## config.mk

```make
export PLATFORM = sky130hd
export DESIGN_NAME = ara_xif_issue_queue_flat
export DESIGN_NICKNAME = d
export VERILOG_FILES = /design/src/rtl/ara_xif_issue_queue_if.sv /design/src/rtl/ara_xif_issue_queue.sv /design/src/flat_wrapper.sv
export SDC_FILE = /design/constraint.sdc
export NUM_CORES = 1
export LEC_CHECK = 0
export BUFFER_PORTS_ARGS = -buffer_cell sky130_fd_sc_hd__buf_2
export CELL_PAD_IN_SITES_DETAIL_PLACEMENT = 1
export CELL_PAD_IN_SITES_GLOBAL_PLACEMENT = 1
export CORE_MARGIN = 8
export CORE_UTILIZATION = 49
export CTS_CLUSTER_DIAMETER = 50
export DETAILED_ROUTE_END_ITERATION = 8
export PLACE_DENSITY_LB_ADDON = 0.2
export SYNTH_ARGS = -nofsm -noshare
export SYNTH_HDL_FRONTEND = slang
export SYNTH_SLANG_ARGS = --single-unit
export TNS_END_PERCENT = 100
```

## constraint.sdc

```tcl
create_clock -name clk_i -period 3.47 [get_ports clk_i]
set_clock_uncertainty 0.15 [all_clocks]
set_input_delay 0.1735 -clock clk_i [delete_from_list [all_inputs] [get_ports clk_i]]
set_output_delay 0.1735 -clock clk_i [all_outputs]
set_load 0.05 [all_outputs]
```

## src/rtl/ara_xif_issue_queue_if.sv

```systemverilog
// XIF issue/commit bundle between the scalar core (master) and Ara's issue queue (slave).
interface ara_xif_issue_queue_if #(
    parameter int unsigned IdWidth    = 4,
    parameter int unsigned InstrWidth = 32
);
    logic                  issue_valid;
    logic                  issue_ready;
    logic [InstrWidth-1:0] issue_instr;
    logic [IdWidth-1:0]    issue_id;
    logic                  issue_accept;
    logic                  issue_writeback;
    logic [1:0]            issue_register_read;
    logic                  issue_is_vfp;

    logic                  commit_valid;
    logic [IdWidth-1:0]    commit_id;
    logic                  commit_kill;
    logic                  commit_err;

    modport master (
        output issue_valid,
        output issue_instr,
        output issue_id,
        output commit_valid,
        output commit_id,
        output commit_kill,
        input  issue_ready,
        input  issue_accept,
        input  issue_writeback,
        input  issue_register_read,
        input  issue_is_vfp,
        input  commit_err
    );

    modport slave (
        input  issue_valid,
        input  issue_instr,
        input  issue_id,
        input  commit_valid,
        input  commit_id,
        input  commit_kill,
        output issue_ready,
        output issue_accept,
        output issue_writeback,
        output issue_register_read,
        output issue_is_vfp,
        output commit_err
    );
endinterface

```

## src/rtl/ara_xif_issue_queue.sv

```systemverilog
// XIF predecoder plus in-order issue queue waiting on commit/kill before dispatch to the sequencer.
// Define ARA_XIF_ISSUE_VCSR_EN to accept SYSTEM-opcode accesses to the vector CSRs.
module ara_xif_issue_queue #(
    parameter int unsigned NrEntries  = 4,
    parameter int unsigned IdWidth    = 4,
    parameter int unsigned InstrWidth = 32,
    localparam int unsigned PtrWidth  = $clog2(NrEntries),
    localparam int unsigned CntWidth  = PtrWidth + 1
) (
    input  logic                  clk_i,
    input  logic                  rst_i,
    ara_xif_issue_queue_if.slave  xif,
    output logic                  disp_valid_o,
    input  logic                  disp_ready_i,
    output logic [InstrWidth-1:0] disp_instr_o,
    output logic [IdWidth-1:0]    disp_id_o,
    output logic                  disp_is_vfp_o,
    output logic [CntWidth-1:0]   occupancy_o
);

    localparam logic [6:0] OpcodeVec     = 7'h57;
    localparam logic [6:0] OpcodeLoadFp  = 7'h07;
    localparam logic [6:0] OpcodeStoreFp = 7'h27;
    localparam logic [6:0] OpcodeAmo     = 7'h2F;

    localparam logic [2:0] Opfvv = 3'b001;
    localparam logic [2:0] Opmvv = 3'b010;
    localparam logic [2:0] Opivx = 3'b100;
    localparam logic [2:0] Opfvf = 3'b101;
    localparam logic [2:0] Opmvx = 3'b110;
    localparam logic [2:0] Opcfg = 3'b111;

    typedef enum logic [1:0] {
        StFree,
        StWait,
        StCommitted,
        StKilled
    } entry_state_e;

    // ---------------------------------------------------------------------------------------------
    // Predecode
    // ---------------------------------------------------------------------------------------------
    logic [31:0] instr;
    logic [6:0]  opcode;
    logic [2:0]  funct3;
    logic [5:0]  funct6;
    logic        width_ok;
    logic        dec_accept;
    logic        dec_writeback;
    logic [1:0]  dec_read;
    logic        dec_vfp;

    assign instr    = xif.issue_instr[31:0];
    assign opcode   = instr[6:0];
    assign funct3   = instr[14:12];
    assign funct6   = instr[31:26];
    assign width_ok = funct3 inside {3'b000, 3'b101, 3'b110, 3'b111};

`ifdef ARA_XIF_ISSUE_VCSR_EN
    localparam logic [6:0] OpcodeSystem = 7'h73;

    logic is_vcsr;
    logic csr_funct3_ok;

    assign csr_funct3_ok = funct3 inside {3'b001, 3'b010, 3'b011, 3'b101, 3'b110, 3'b111};
    assign is_vcsr       = instr[31:20] inside {12'h008, 12'h009, 12'h00A, 12'h00F,
                                                12'hC20, 12'hC21, 12'hC22};
`endif

    always_comb begin
        dec_accept    = 1'b0;
        dec_writeback = 1'b0;
        dec_read      = 2'b00;
        dec_vfp       = 1'b0;
        case (opcode)
            OpcodeVec: begin
                dec_accept = 1'b1;
                case (funct3)
                    Opfvv: begin
                        dec_vfp       = 1'b1;
                        dec_writeback = (funct6 == 6'b010000);
                    end
                    Opmvv: dec_writeback = (funct6 == 6'b010000);
                    Opivx, Opmvx: dec_read[0] = 1'b1;
                    Opfvf: begin
                        dec_read[0] = 1'b1;
                        dec_vfp     = 1'b1;
                    end
                    Opcfg: begin
                        // vsetivli carries an immediate AVL, vsetvl also reads rs2
                        dec_read[0]   = (instr[31:30] != 2'b11);
                        dec_read[1]   = (instr[31:25] == 7'b1000000);
                        dec_writeback = 1'b1;
                    end
                    default: ;
                endcase
            end
            OpcodeLoadFp, OpcodeStoreFp: begin
                if (width_ok) begin
                    dec_accept  = 1'b1;
                    dec_read[0] = 1'b1;
                    dec_read[1] = (instr[27:26] == 2'b10);
                end
            end
            OpcodeAmo: begin
                if (width_ok) begin
                    dec_accept  = 1'b1;
                    dec_read[0] = 1'b1;
                end
            end
`ifdef ARA_XIF_ISSUE_VCSR_EN
            OpcodeSystem: begin
                if (csr_funct3_ok && is_vcsr) begin
                    dec_accept    = 1'b1;
                    dec_read      = 2'b11;
                    dec_writeback = 1'b1;
                end
            end
`endif
            default: ;
        endcase
    end

    // ---------------------------------------------------------------------------------------------
    // Queue storage
    // ---------------------------------------------------------------------------------------------
    entry_state_e          state_q [NrEntries];
    entry_state_e          state_d [NrEntries];
    logic [InstrWidth-1:0] instr_q [NrEntries];
    logic [IdWidth-1:0]    id_q    [NrEntries];
    logic                  vfp_q   [NrEntries];

    logic [PtrWidth-1:0] head_q, head_d;
    logic [PtrWidth-1:0] tail_q, tail_d;
    logic [CntWidth-1:0] occ_q, occ_d;
    logic                commit_err_q, commit_err_d;

    logic                dup_id;
    logic                commit_hit;
    logic [PtrWidth-1:0] commit_idx;
    logic                enq;
    logic                deq;
    entry_state_e        head_state;

    // Id lookups only see pre-cycle state, so a same-cycle enqueue is invisible to commit.
    always_comb begin
        dup_id     = 1'b0;
        commit_hit = 1'b0;
        commit_idx = '0;
        for (int unsigned i = 0; i < NrEntries; i++) begin
            if ((state_q[i] != StFree) && (id_q[i] == xif.issue_id)) begin
                dup_id = 1'b1;
            end
            if ((state_q[i] == StWait) && (id_q[i] == xif.commit_id)) begin
                commit_hit = 1'b1;
                commit_idx = PtrWidth'(i);
            end
        end
    end

    assign head_state = state_q[head_q];

    assign xif.issue_ready         = (occ_q < CntWidth'(NrEntries));
    assign xif.issue_accept        = dec_accept & ~dup_id;
    assign xif.issue_writeback     = dec_writeback;
    assign xif.issue_register_read = dec_read;
    assign xif.issue_is_vfp        = dec_vfp;
    assign xif.commit_err          = commit_err_q;

    assign enq = xif.issue_valid & xif.issue_ready & xif.issue_accept;
    assign deq = ((head_state == StCommitted) & disp_ready_i) | (head_state == StKilled);

    assign disp_valid_o  = (head_state == StCommitted);
    assign disp_instr_o  = instr_q[head_q];
    assign disp_id_o     = id_q[head_q];
    assign disp_is_vfp_o = vfp_q[head_q];
    assign occupancy_o   = occ_q;

    // Commit only touches WAIT entries, dequeue only COMMITTED/KILLED at head, enqueue only the
    // FREE tail slot, so the three updates never target the same entry.
    always_comb begin
        state_d      = state_q;
        head_d       = head_q;
        tail_d       = tail_q;
        commit_err_d = xif.commit_valid & ~commit_hit;
        if (xif.commit_valid && commit_hit) begin
            state_d[commit_idx] = xif.commit_kill ? StKilled : StCommitted;
        end
        if (deq) begin
            state_d[head_q] = StFree;
            head_d          = head_q + PtrWidth'(1);
        end
        if (enq) begin
            state_d[tail_q] = StWait;
            tail_d          = tail_q + PtrWidth'(1);
        end
        occ_d = occ_q + CntWidth'(enq) - CntWidth'(deq);
    end

    always_ff @(posedge clk_i) begin
        if (rst_i) begin
            for (int unsigned i = 0; i < NrEntries; i++) begin
                state_q[i] <= StFree;
            end
            head_q       <= '0;
            tail_q       <= '0;
            occ_q        <= '0;
            commit_err_q <= 1'b0;
        end else begin
            state_q      <= state_d;
            head_q       <= head_d;
            tail_q       <= tail_d;
            occ_q        <= occ_d;
            commit_err_q <= commit_err_d;
        end
    end

    always_ff @(posedge clk_i) begin
        if (enq) begin
            instr_q[tail_q] <= xif.issue_instr;
            id_q[tail_q]    <= xif.issue_id;
            vfp_q[tail_q]   <= dec_vfp;
        end
    end

endmodule
```

## src/flat_wrapper.sv

```systemverilog
// flat-port wrapper written by rule: the top's interface ports become plain ports
module ara_xif_issue_queue_flat 
#(
    parameter int unsigned NrEntries  = 4,
    parameter int unsigned IdWidth    = 4,
    parameter int unsigned InstrWidth = 32,
    localparam int unsigned PtrWidth  = $clog2(NrEntries),
    localparam int unsigned CntWidth  = PtrWidth + 1
)
  (clk_i, rst_i, disp_valid_o, disp_ready_i, disp_instr_o, disp_id_o, disp_is_vfp_o, occupancy_o, xif_issue_valid, xif_issue_instr, xif_issue_id, xif_commit_valid, xif_commit_id, xif_commit_kill, xif_issue_ready, xif_issue_accept, xif_issue_writeback, xif_issue_register_read, xif_issue_is_vfp, xif_commit_err);
  ara_xif_issue_queue_if #(.IdWidth(IdWidth), .InstrWidth(InstrWidth)) xif_i ();
  input  logic clk_i;
  input  logic rst_i;
  output logic disp_valid_o;
  input  logic disp_ready_i;
  output logic [InstrWidth-1:0] disp_instr_o;
  output logic [IdWidth-1:0] disp_id_o;
  output logic disp_is_vfp_o;
  output logic [CntWidth-1:0] occupancy_o;
  input wire logic [$bits(xif_i.issue_valid)-1:0] xif_issue_valid;
  input wire logic [$bits(xif_i.issue_instr)-1:0] xif_issue_instr;
  input wire logic [$bits(xif_i.issue_id)-1:0] xif_issue_id;
  input wire logic [$bits(xif_i.commit_valid)-1:0] xif_commit_valid;
  input wire logic [$bits(xif_i.commit_id)-1:0] xif_commit_id;
  input wire logic [$bits(xif_i.commit_kill)-1:0] xif_commit_kill;
  output wire logic [$bits(xif_i.issue_ready)-1:0] xif_issue_ready;
  output wire logic [$bits(xif_i.issue_accept)-1:0] xif_issue_accept;
  output wire logic [$bits(xif_i.issue_writeback)-1:0] xif_issue_writeback;
  output wire logic [$bits(xif_i.issue_register_read)-1:0] xif_issue_register_read;
  output wire logic [$bits(xif_i.issue_is_vfp)-1:0] xif_issue_is_vfp;
  output wire logic [$bits(xif_i.commit_err)-1:0] xif_commit_err;
  assign xif_i.issue_valid = xif_issue_valid;
  assign xif_i.issue_instr = xif_issue_instr;
  assign xif_i.issue_id = xif_issue_id;
  assign xif_i.commit_valid = xif_commit_valid;
  assign xif_i.commit_id = xif_commit_id;
  assign xif_i.commit_kill = xif_commit_kill;
  assign xif_issue_ready = xif_i.issue_ready;
  assign xif_issue_accept = xif_i.issue_accept;
  assign xif_issue_writeback = xif_i.issue_writeback;
  assign xif_issue_register_read = xif_i.issue_register_read;
  assign xif_issue_is_vfp = xif_i.issue_is_vfp;
  assign xif_commit_err = xif_i.commit_err;
  ara_xif_issue_queue #(.NrEntries(NrEntries), .IdWidth(IdWidth), .InstrWidth(InstrWidth)) u_core (.clk_i(clk_i), .rst_i(rst_i), .xif(xif_i), .disp_valid_o(disp_valid_o), .disp_ready_i(disp_ready_i), .disp_instr_o(disp_instr_o), .disp_id_o(disp_id_o), .disp_is_vfp_o(disp_is_vfp_o), .occupancy_o(occupancy_o));
endmodule
```

## Yosys cells after proc, flatten, opt, wreduce, memory -nomap -nowiden

Memory sizes are Yosys's and may differ from the RTL's. A register that Yosys moved wholly into a read port is not among the register bits.
Index checks and enable logic that the tools add are counted.

- Bits of input ports: 46
- RAM bits: 148
- Logic and storage cells: 133
- Register bits after elaboration: 16
- Memories: 3
- Output and inout bits: 48

Memories:

| name | depth | bits a word | read ports | clocked after Yosys merged registers in | write ports | RTL line | RTL |
|---|---|---|---|---|---|---|---|
| u_core.instr_q | 4 | 32 | 1 | 1 | 1 | ara_xif_issue_queue.sv:129 | `logic [InstrWidth-1:0] instr_q [NrEntries];` |
| u_core.id_q | 4 | 4 | 5 | 1 | 1 | ara_xif_issue_queue.sv:130 | `logic [IdWidth-1:0] id_q [NrEntries];` |
| u_core.vfp_q | 4 | 1 | 1 | 1 | 1 | ara_xif_issue_queue.sv:131 | `logic vfp_q [NrEntries];` |

- Bitwise gates (word level): 16
- Add/subtract/negate cells: 4
- Mux-type cells: 44
- Order comparisons: 7
- Equal/unequal tests: 28
- Reductions and logical operators: 23

Operator list:

| cell | count |
|---|---|
| $eq A4 B4 Y1 | 8 |
| $mux W2 | 14 |
| $mux W8 | 3 |
| $mux W1 | 17 |
| $eq A7 B6 Y1 const B | 2 |
| $eq A7 B7 Y1 const B | 2 |
| $demux W2 S2 | 3 |
| $eq A3 B3 Y1 const B | 4 |
| $logic_and A1 B1 Y1 | 12 |
| $ge A3 B3 Y1 const B | 3 |
| $lt A3 B1 Y1 const B | 3 |
| $not A2 Y3 | 3 |
| $and A8 B8 Y8 | 1 |
| $bwmux W8 | 1 |
| $eq A2 B1 Y1 const B | 4 |
| $not A8 Y8 | 1 |
| $pmux W1 S2 | 4 |
| $reduce_bool A2 Y1 | 4 |
| $eq A7 B3 Y1 const B | 1 |
| $eq A2 B2 Y1 const B | 3 |
| $eq A6 B5 Y1 const B | 1 |
| $reduce_or A2 Y1 | 3 |
| $reduce_or A3 Y1 | 2 |
| $and A1 B1 Y1 | 5 |
| other kinds (16) | 18 |

## Depth between registers and ports, before layout

Gate-level depths: netlist of the first run.
An unclocked memory read counts as a cell.

- Depth after elaboration: 17
- Gate-level depth with buffers: 10
- Depth with buffers taken out: 9

## Worst setup path before layout of the first run

Ideal clock, no wire load.

- Path type: input to register
- Start: in xif_issue_instr[14]
- End: mem u_core.id_q[0][0], enable pin
- Stages: 6
- Setup time: 398 ps
- Arrival time: 2198 ps
- Path buffers: 0
- Setup slack: 724 ps
- Required time: 2922 ps
- Path through: or3_1 -> a211oi_2 -> o22a_1 -> nand2_1 -> nor2_1 -> and2_1

- Word-level cells in the longest chain between the ends: 8
- Elaborated cells on any way between the ends: 11
- Classes of those cells: eq/ne (3); mux (4); bitwise (2); reduce/logical (2)

RTL lines:

| item | RTL line | RTL |
|---|---|---|
| start, declared | flat_wrapper.sv:21 | `input wire logic [$bits(xif_i.issue_instr)-1:0] xif_issue_instr;` |
| $eq A3 B3 Y1 or $logic_not A3 Y1 (tied branches) | ara_xif_issue_queue.sv:57 | `assign width_ok = funct3 inside {3'b000, 3'b101, 3'b110, 3'b111};` |
| $reduce_bool A4 Y1 (*) | ara_xif_issue_queue.sv:57 |  |
| $mux W1 (*) | ara_xif_issue_queue.sv:99, ara_xif_issue_queue.sv:106 |  |
| $pmux W1 S2 (*) | ara_xif_issue_queue.sv:75 | `case (opcode)` |
| $and A1 B1 Y1 (*) | ara_xif_issue_queue.sv:164 | `assign xif.issue_accept = dec_accept & ~dup_id;` |
| $and A1 B1 Y1 (*) | ara_xif_issue_queue.sv:170 | `assign enq = xif.issue_valid & xif.issue_ready & xif.issue_accept;` |
| $mux W1 (*) | ara_xif_issue_queue.sv:219 | `if (enq) begin` |
| $mux W1 (implied by the code) (*) | ara_xif_issue_queue.sv:221 | `id_q[tail_q] <= xif.issue_id;` |
| end, declared | ara_xif_issue_queue.sv:130 |  |

Every way passes the cells marked *; elsewhere a longest branch is shown, timed or not.

## Worst setup path after layout of the first run

- Start: in xif_issue_instr[14]
- End: mem u_core.instr_q[0][7], enable pin

- Word-level cells in the longest chain between the ends: 8
- Elaborated cells on any way between the ends: 11
- Classes of those cells: eq/ne (3); mux (4); bitwise (2); reduce/logical (2)

RTL lines:

| item | RTL line | RTL |
|---|---|---|
| $eq A3 B3 Y1 or $logic_not A3 Y1 (tied branches) | ara_xif_issue_queue.sv:57 |  |
| $reduce_bool A4 Y1 (*) | ara_xif_issue_queue.sv:57 |  |
| $mux W1 (*) | ara_xif_issue_queue.sv:99, ara_xif_issue_queue.sv:106 |  |
| $pmux W1 S2 (*) | ara_xif_issue_queue.sv:75 |  |
| $and A1 B1 Y1 (*) | ara_xif_issue_queue.sv:164 |  |
| $and A1 B1 Y1 (*) | ara_xif_issue_queue.sv:170 |  |
| $mux W1 (*) | ara_xif_issue_queue.sv:219 |  |
| $mux W1 (implied by the code) (*) | ara_xif_issue_queue.sv:220 | `instr_q[tail_q] <= xif.issue_instr;` |
| end, declared | ara_xif_issue_queue.sv:129 |  |

Marked as above.

==> run_results.csv, run 1 <==
group,metric,value,unit
critical_path,reg2reg_from,"u_core.head_q[0]$_SDFFE_PP0N_",
clock_network,clock_latency,0.42,ns
synthesis,synth_cells,386,
job,drv_cap,0,
clock_network,cts_buffer_depth,2,
timing,fin_crit_sh,91.1,%
global_routing,grt_pass1_wl,25.6,mm
layout,drive_gt1_share,32.3,%
clock_network,cts_buffers,17,
route,drc_errors,0,
min_path,hold_class,"primary input to flop",
placed_design,place_ws,0.476,ns
clock_network,clk_pin_slew,0.06,ns
placed_design,dpl_cell_area,7670,µm²
critical_path,cp_cell_sequence,"dlygate4sd3_1, buf_2, or3_1, a211oi_2, o22a_1, nand2_1, nor2_1, and2_2, buf_4",
global_routing,grt_pass1_vias,4505,
placed_design,gp_congestion,0.876,
min_path,worstHoldStart,"xif_issue_valid",
critical_path,r2r_cells,8,
route,wl_met2,8.28,mm
synthesis,syn_area,6940,µm²
critical_path,required,3.43,ns
global_routing,globalRouteTotalUtil,18.9,%
timing,worstMarginPinSlew,1.02,ns
pwr,vdd_drop_max,0.000419,V
layout,n_fill_cell,1266,
floorplan,die_h,135,µm
synthesis,synth_cell_types,47,
synthesis,yosys_register_bits,166,
route,wl_per_cell,22.7,µm
pwr,power_leakage,0.00297,µW
layout,register_area,4810,µm²
critical_path,path_max_fanout,17,
route,vias,4057,
min_path,min_delay_path_depth,4,
timing,fin_ws,0.310,ns
timing,hold_viol_final,0,
pwr,power,4090,µW
floorplan,die_area,18200,µm²
floorplan,start_util,50.0,%
clock_network,ctsHoldBuffers,39,
route,ant_nets,0,
floorplan,rows,43,
synthesis,yosysSeqAreaShare,69.2,%
clock_network,clock-sinks,166,
pwr,powerDensity,476,nW/µm²
layout,final_cell_mix,"edfxtp_1 (148), buf_2 (93), dlygate4sd3_1 (39), mux4_2 (38), inv_1 (21)",
timing,setup_viol,0,
synthesis,syn-num-nets,443,
global_routing,overflow,0,
critical_path,endpoint_kind,"flop",
global_routing,grt_max_degree,38,
placed_design,io_buffers,93,
route,top_layer_used,"met4",
layout,layout.nets,587,
clock_network,h-tree-depth,4,
min_path,holdPathEnd,"u_core.tail_q[1]$_SDFFE_PP0N_",
timing,relSlewSlack,31.8,%
critical_path,timing.rr.end,"u_core.occupancy_o[2]$_SDFF_PP0_",
critical_path,slowest_stage,"dlygate4sd3_1",
timing,min_period,3.16,ns
clock_network,clock-root-buffer,"clkbuf_16",
route,drtIter0Drc,195,
route,drtPass1Iterations,5,
floorplan,die_w,135,µm
route,wl_met1,6.90,mm
layout,multi_input_area,1990,µm²
layout,area_growth,23.9,%
clock_network,postCtsSetupRepairBufs,0,
timing,rsz0062_at_grt,"no",
layout,fin_cells,721,
layout,final_common_cell,"edfxtp_1",
critical_path,max_stage_delay,0.57,ns
synthesis,synth_ff_type,"edfxtp_1",
timing,drv_slew,0,
critical_path,worstPathArrival,3.12,ns
layout,n_antenna_cell,0,
placed_design,placed_cells,652,
status,outcome,"finished, final reports clean",
timing,fmax,0.316,GHz
critical_path,critPathTopFamily,"simple AND/OR/NAND/NOR gates",
placed_design,hpwl,10.8,mm
critical_path,regToRegSetupSlack,0.66,ns
critical_path,path_buf_inv,3,
floorplan,io_pins,94,
synthesis,synth_area_per_cell,18.0,µm²
clock_network,ctsResizeCount,0,
clock_network,cts_tree,"yes",
floorplan,coreArea,13900,µm²
synthesis,yosys_warnings,0,
synthesis,async_reset_ff_share,0,%
route,via_per_inst,5.63,
route,dr_wl_met3,844,µm
route,routed_wl,16.4,mm
critical_path,path_class,"primary input to flop",
global_routing,antenna_found_initial,0,
timing,fin_tns_setup,0,ns
layout,final_cell_area,8600,µm²
critical_path,cp-start-kind,"primary input",
synthesis,synth_edf_count,148,
==> worst min-delay path: stages <==
cell	delay, ns
buf_2	0.10
nor2b_1	0.16
nand4_1	0.11
a21oi_1	0.06
==> power breakdown <==
group	total, µW	switching, µW	internal, µW
clock	1750	715	1040
sequential	2180	1.62	2180
combinational	160	89.4	70.2
==> layer usage <==
| metal | GRT usage [%] | vias up |
|---|---|---|
| li1 | - | 1826 |
| met5 | 0 | - |
| met1 | 22.8 | 2098 |
| met3 | 5.65 | 24 |
| met4 | 7.90 | 0 |
| met2 | 31.2 | 109 |
==> synth_stat cells (2+ instances only) <==
master / number / area share [%]
nand3b_1: 3 / 0.32
and2_1: 6 / 0.54
nor4_1: 3 / 0.27
o22ai_1: 2 / 0.18
edfxtp_1: 148 / 64
buf_6: 2 / 0.32
a32o_1: 3 / 0.43
o21ai_0: 6 / 0.43
a21oi_2: 2 / 0.25
or3_1: 3 / 0.27
a21oi_1: 13 / 0.94
dfxtp_1: 18 / 5.2
nand4b_1: 3 / 0.38
nand2_1: 7 / 0.38
ha_1: 10 / 1.8
nand3_1: 7 / 0.50
xor2_1: 14 / 1.8
o21a_1: 2 / 0.22
a222oi_1: 2 / 0.29
o211a_1: 2 / 0.29
nor2b_1: 3 / 0.27
buf_2: 3 / 0.22
o41a_1: 2 / 0.32
mux4_2: 38 / 12
nor2_1: 9 / 0.49
nand4_1: 5 / 0.45
xnor2_1: 16 / 2.0
o211ai_1: 2 / 0.22
nor3_1: 5 / 0.36
clkbuf_1: 8 / 0.43
nor3b_1: 3 / 0.32
inv_1: 21 / 1.1
==> logic make-up after synthesis <==
kind of cell | Yosys count | synth area share (%)
flops | 166 | 69.2
simple gates | 60 | 5.10
compound gates | 46 | 4.98
mux | 39 | 12.7
buf+inv | 34 | 2.11
xor+xnor | 30 | 3.79
fa+ha+maj | 11 | 2.09
==> registers in the layout, indices dropped and copies added (netlist names), named ones only <==
| name | cells |
|---|---|
| u_core.state_q | 8 |
| u_core.vfp_q | 4 |
| u_core.xif.commit_err | 1 |
| u_core.occupancy_o | 3 |
| u_core.head_q | 2 |
| u_core.id_q | 16 |
| u_core.instr_q | 128 |
| u_core.tail_q | 2 |
==> cell type report <==
type | count | share of cell area (%)
multi-input cells | 186 | 23.2
inverters | 21 | 0.916
flip-flops and latches | 166 | 55.9
clock inverters | 11 | 1.29
repair buffers | 138 | 11.1
clock buffers | 19 | 5.03
well taps | 180 | 2.62
==> how the worst max path moves through the flow <==
stage	startpoint	endpoint	depth (start not counted)
final	xif_issue_instr[14]	u_core.instr_q[0][7]$_DFFE_PP_	9
after global routing	xif_issue_instr[14]	u_core.instr_q[0][7]$_DFFE_PP_	9
after CTS	xif_issue_instr[14]	u_core.instr_q[0][7]$_DFFE_PP_	9
after detailed placement	xif_issue_instr[14]	u_core.instr_q[0][7]$_DFFE_PP_	8
after global placement	xif_issue_instr[14]	u_core.instr_q[0][7]$_DFFE_PP_	8
after floorplan	xif_issue_instr[14]	u_core.id_q[0][0]$_DFFE_PP_	6
==> per-stage QoR <==
step	hold WS [ns]	utilization (%)
floorplan	0.122	-
global placement	0.241	55.2
detailed placement	0.245	55.2
CTS	0.0629	62.0
global route	0.100	62.0
finish	0.0873	62.0
Power figures use the tool's default switching activity.
==> inputs of run 2 (changes only) <==
- RECOVER_POWER: not set -> 100
- SETUP_SLACK_MARGIN: not set -> 0.2
==> run 2 against run 1 <==
Against the previous run:
- sequential share of layout area grew 0.64 points
- worst setup slack lost 0.074 ns
- utilization shrank 0.72 points
- highest routed layer unchanged
- power shrank 0.11%
- critical endpoint unchanged
- die area is the same
- critical path type unchanged
- worst hold slack gained 0.0029 ns
- routed wire length shrank 0.23%
- combinational power shrank 5%
- global-route usage is the same
==> run_results.csv, run 2 (synthesis gave the netlist of run 1 again) <==
group,metric,value,unit
critical_path,endpoint_kind,"flop",
clock_network,cts_buffers,17,
timing,fin_tns_setup,0,ns
pwr,power_leakage,0.00278,µW
floorplan,rows,43,
floorplan,io_pins,94,
critical_path,max_stage_delay,0.57,ns
route,ant_nets,0,
route,dr_wl_met3,925,µm
layout,reg_top3,"u_core.instr_q x128, u_core.id_q x16, u_core.state_q x8",
timing,worstMarginPinSlew,1.27,ns
layout,layout.nets,587,
critical_path,path_max_fanout,17,
route,wl_met2,8.22,mm
global_routing,grt_max_degree,38,
global_routing,globalRouteTotalUtil,18.9,%
clock_network,ctsHoldBuffers,39,
layout,top_register,"u_core.instr_q",
clock_network,clock-sinks,166,
global_routing,overflow,0,
route,routed_wl,16.3,mm
clock_network,cts_tree,"yes",
min_path,hold_class,"primary input to flop",
layout,final_common_cell,"edfxtp_1",
clock_network,h-tree-depth,4,
timing,rsz0062_at_grt,"no",
route,wl_met1,6.88,mm
floorplan,die_h,135,µm
clock_network,postCtsSetupRepairBufs,0,
timing,drv_slew,0,
floorplan,die_w,135,µm
critical_path,cp-start-kind,"primary input",
route,drtPass1Iterations,4,
floorplan,coreArea,13900,µm²
timing,fin_crit_sh,93.2,%
layout,n_antenna_cell,0,
clock_network,ctsResizeCount,0,
clock_network,cts_buffer_depth,2,
timing,relSlewSlack,15.3,%
critical_path,path_class,"primary input to flop",
layout,n_fill_cell,1281,
layout,drive_gt1_share,20.1,%
timing,setup_viol,0,
timing,min_period,3.23,ns
clock_network,clock-root-buffer,"clkbuf_16",
job,drv_cap,0,
critical_path,worstPathArrival,3.19,ns
layout,area_growth,22.5,%
floorplan,start_util,50.0,%
layout,largest_reg_flops,128,
global_routing,grt_pass1_wl,25.6,mm
pwr,powerDensity,481,nW/µm²
route,drtIter0Drc,208,
clock_network,clk_pin_slew,0.06,ns
timing,timing.hold.ws,0.0902,ns
layout,final_cell_mix,"edfxtp_1 (148), clkbuf_1 (65), dlygate4sd3_1 (39), mux4_2 (38), inv_1 (21)",
placed_design,place_ws,0.476,ns
critical_path,slowest_stage,"dlygate4sd3_1",
status,outcome,"finished, final reports clean",
timing,fin_ws,0.236,ns
pwr,vdd_drop_max,0.000445,V
timing,hold_viol_final,0,
route,vias,4029,
route,via_per_inst,5.59,
route,drc_errors,0,
critical_path,cp_cell_sequence,"dlygate4sd3_1, clkbuf_1, or3_1, a211oi_2, o22a_1, nand2_1, nor2_1, and2_2, buf_4",
global_routing,antenna_found_initial,0,
global_routing,grt_pass1_vias,4505,
layout,fin_cells,721,
route,wl_per_cell,22.6,µm
timing,fmax,0.309,GHz
clock_network,clock_latency,0.42,ns
placed_design,placed_cells,652,
route,top_layer_used,"met4",
critical_path,required,3.43,ns
placed_design,io_buffers,93,
floorplan,die_area,18200,µm²
placed_design,gp_congestion,0.876,
placed_design,hpwl,10.8,mm
[run 2: final timing paths]
path                                               startpoint                               end  cells after the start  slack [ns]
worst max register to register  u_core.head_q[0]$_SDFFE_PP0N_  u_core.occupancy_o[2]$_SDFF_PP0_                      8        0.66
worst max-delay path                      xif_issue_instr[14]    u_core.instr_q[0][7]$_DFFE_PP_                      9        0.24
worst min register to register   u_core.state_q[2]$_SDFF_PP0_      u_core.state_q[2]$_SDFF_PP0_                      2        0.40
worst min-delay path                          xif_issue_valid     u_core.tail_q[1]$_SDFFE_PP0N_                      4        0.09
[run 2: layout make-up]
type,instances,area [µm²],area share [%]
tap,180,225,2.65
clock inverter,11,111,1.31
inverter,21,78.8,0.927
sequential,166,4810,56.5
timing repair buffer,138,872,10.3
clock buffer,19,433,5.09
multi-input combinational,186,1970,23.2
[run 2: routing by layer]
| metal | GRT usage [%] | up-vias |
|---|---|---|
| li1 | - | 1828 |
| met1 | 22.8 | 2065 |
| met2 | 31.2 | 115 |
| met3 | 5.65 | 21 |
| met4 | 7.90 | 0 |
| met5 | 0 | - |
[run 2: critical path, delay by kind of cell]
kind | cells | cell delay, ns
and+or+nand+nor | 4 | 1.34
buffers and inverters | 3 | 1.11
AOI/OAI and AO/OA | 2 | 0.58
[run 2: per-stage QoR]
step / util [%] / instance area (µm²) / total power (µW)
4_1_cts: 62.0 / 8600 / 4130
3_3_place_gp: 55.2 / 7670 / 2340
2_1_floorplan: - / 6940 / 2270
3_5_place_dp: 55.2 / 7670 / 2340
5_1_grt: 61.2 / 8500 / 4200
6_report: 61.2 / 8500 / 4090
[run 2: power breakdown]
part,switching [µW],total [µW],internal (µW)
clock,717,1760,1040
combinational,89.1,152,63.3
sequential,1.64,2180,2180
total,808,4090,3280
==> inputs of run 3 (changes only) <==
--- a/config.mk
+++ b/config.mk
@@ -11,3 +11,3 @@
 export CORE_MARGIN = 8
-export CORE_UTILIZATION = 49
+export CORE_UTILIZATION = 41
 export CTS_CLUSTER_DIAMETER = 50
==> constraint.sdc (replaced) <==
create_clock -name clk_i -period 3.47 [get_ports clk_i]
set_clock_uncertainty 0.15 [all_clocks]
set_input_delay 0 -clock clk_i [delete_from_list [all_inputs] [get_ports clk_i]]
set_output_delay 0 -clock clk_i [all_outputs]
set_load 0.05 [all_outputs]
==> run 3 against run 2 <==
Against the previous run:
- the flow now finishes with violations (max-capacitance violations, max-slew violations)
- register-to-register slack lost 0.17 ns
- clock power hardly changed
- critical endpoint is now disp_instr_o[3]
- worst hold slack got worse by 0.031 ns
- critical path depth down 7
- sequential share of layout area fell by 0.31 points
==> run_results.csv, run 3 (synthesis gave the netlist of run 1 again) <==
group,metric,value,unit
status,outcome,"complete, but fails checks",
status,violations,"max-capacitance violations, max-slew violations",
timing,worstMarginPinSlew,2.05,ns
layout,final_common_cell,"edfxtp_1",
min_path,min_delay_path_depth,4,
timing,rsz0062_at_grt,"no",
layout,top_register,"u_core.instr_q",
floorplan,rows,47,
route,via_per_inst,5.34,
clock_network,cts_tree,"yes",
layout,reg_top3,"u_core.instr_q x128, u_core.id_q x16, u_core.state_q x8",
timing,relSlewSlack,-37.0,%
pwr,vdd_drop_max,0.000365,V
critical_path,cp_cell_sequence,"mux4_2, clkbuf_2",
route,routed_wl,16.8,mm
pwr,powerDensity,476,nW/µm²
clock_network,clk_pin_slew,0.06,ns
global_routing,gr-usage-met2,27.8,%
global_routing,busiest_layer,"met2",
floorplan,die_w,146,µm
timing,fin_tns_setup,0,ns
global_routing,globalRouteTotalUtil,16.1,%
global_routing,grt_pass1_vias,4524,
floorplan,die_area,21300,µm²
route,drtIter0Drc,157,
timing,min_period,3.12,ns
min_path,hold_class,"primary input to flop",
global_routing,overflow,0,
critical_path,path_class,"flop to output port",
placed_design,hpwl,11.3,mm
route,ant_nets,0,
timing,fin_crit_sh,90.0,%
clock_network,cts_buffers,17,
critical_path,endpoint_kind,"output port",
layout,register_area,4810,µm²
critical_path,required,3.32,ns
critical_path,cp-start-kind,"flop",
timing,fmax,0.320,GHz
layout,largest_reg_flops,128,
timing,hold_viol_final,0,
global_routing,grt_pass1_wl,26.3,mm
placed_design,io_buffers,93,
pwr,power,4070,µW
placed_design,gp_congestion,0.879,
layout,utilization,51.5,%
critical_path,r2r_cells,7,
pwr,power_leakage,0.00283,µW
floorplan,coreArea,16600,µm²
floorplan,io_pins,94,
global_routing,grt_max_degree,38,
route,wl_per_cell,22.1,µm
clock_network,clock_latency,0.42,ns
layout,layout.nets,591,
critical_path,path_max_fanout,37,
route,drc_errors,0,
global_routing,use_met3,4.30,%
layout,n_fill_cell,1630,
critical_path,worstPathArrival,2.97,ns
global_routing,antenna_found_initial,0,
route,vias,4076,
route,drtPass1Iterations,4,
floorplan,start_util,41.9,%
clock_network,clock-root-buffer,"clkbuf_16",
clock_network,cts_buffer_depth,2,
layout,area_growth,23.2,%
layout,n_antenna_cell,0,
clock_network,postCtsSetupRepairBufs,0,
layout,multi_input_area,1970,µm²
job,drv_cap,1,
timing,setup_viol,0,
critical_path,max_stage_delay,1.71,ns
critical_path,slowest_stage,"dfxtp_1",
global_routing,met1_usage,19.5,%
floorplan,die_h,146,µm
timing,drv_slew,38,
clock_network,h-tree-depth,4,
timing,timing.hold.ws,0.0594,ns
clock_network,clock-sinks,166,
layout,final_cell_mix,"edfxtp_1 (148), clkbuf_1 (52), dlygate4sd3_1 (42), mux4_2 (38), clkbuf_2 (37)",
layout,drive_gt1_share,22.3,%
-- run 3: cell count changes in the layout (fill, tap and decap cells not counted), sizes merged --
cell	delta
clkinv	-5
buf	-3
dlygate4sd3	+3
clkbuf	+7
inv	+1
clkinvlp	-1
-- run 3: critical path, delay by kind of cell, from the launching register on --
| kind | cells | cell delay, ns |
|---|---|---|
| flip-flops | 1 | 1.71 |
| multiplexers | 1 | 0.54 |
| buffers and inverters | 1 | 0.30 |
-- run 3: final cells by class --
type	count	share of cell area (%)
flip-flops and latches	166	56.2
multi-input cells	186	23.1
repair buffers	142	10.4
clock buffers	22	5.20
well taps	220	3.22
clock inverters	6	0.937
inverters	21	0.922
-- run 3: report_power, final --
part | internal (µW) | switching [µW]
logic | 64.2 | 88.5
clock network | 1040 | 698
registers | 2180 | 1.42
total | 3280 | 788
-- run 3: path summary, 6_finish.rpt --
kind / startpoint / to / slack (ns)
hold / removal: xif_commit_id[0] / u_core.xif.commit_err$_SDFF_PP0_ / 0.06
setup / recovery: flop / disp_instr_o[3] / 0.35
setup reg to reg: u_core.id_q[3][2]$_DFFE_PP_ / u_core.state_q[2]$_SDFF_PP0_ / 0.49
hold reg to reg: u_core.tail_q[0]$_SDFFE_PP0N_ / u_core.tail_q[0]$_SDFFE_PP0N_ / 0.39
-- run 3: per-layer routing --
metal	share of wire, %	routed length (µm)
met3	4.0	679
met5	0	0
met1	44	7360
met2	51	8600
met4	1.1	189
-- run 3: per-stage QoR --
stage               setup slack [ns]  instances  cell area, µm²
CTS                            0.527        763            8640
global route                   0.172        763            8550
detailed placement             0.703        693            7700
finish                         0.348        763            8550
global placement               0.760        693            7700
floorplan                      0.897        386            6940
-- run 3: what timing repair did --
item	CTS	global route
gates resized for setup	0	0
hold buffers	42	0
hold endpoints to repair	166	0
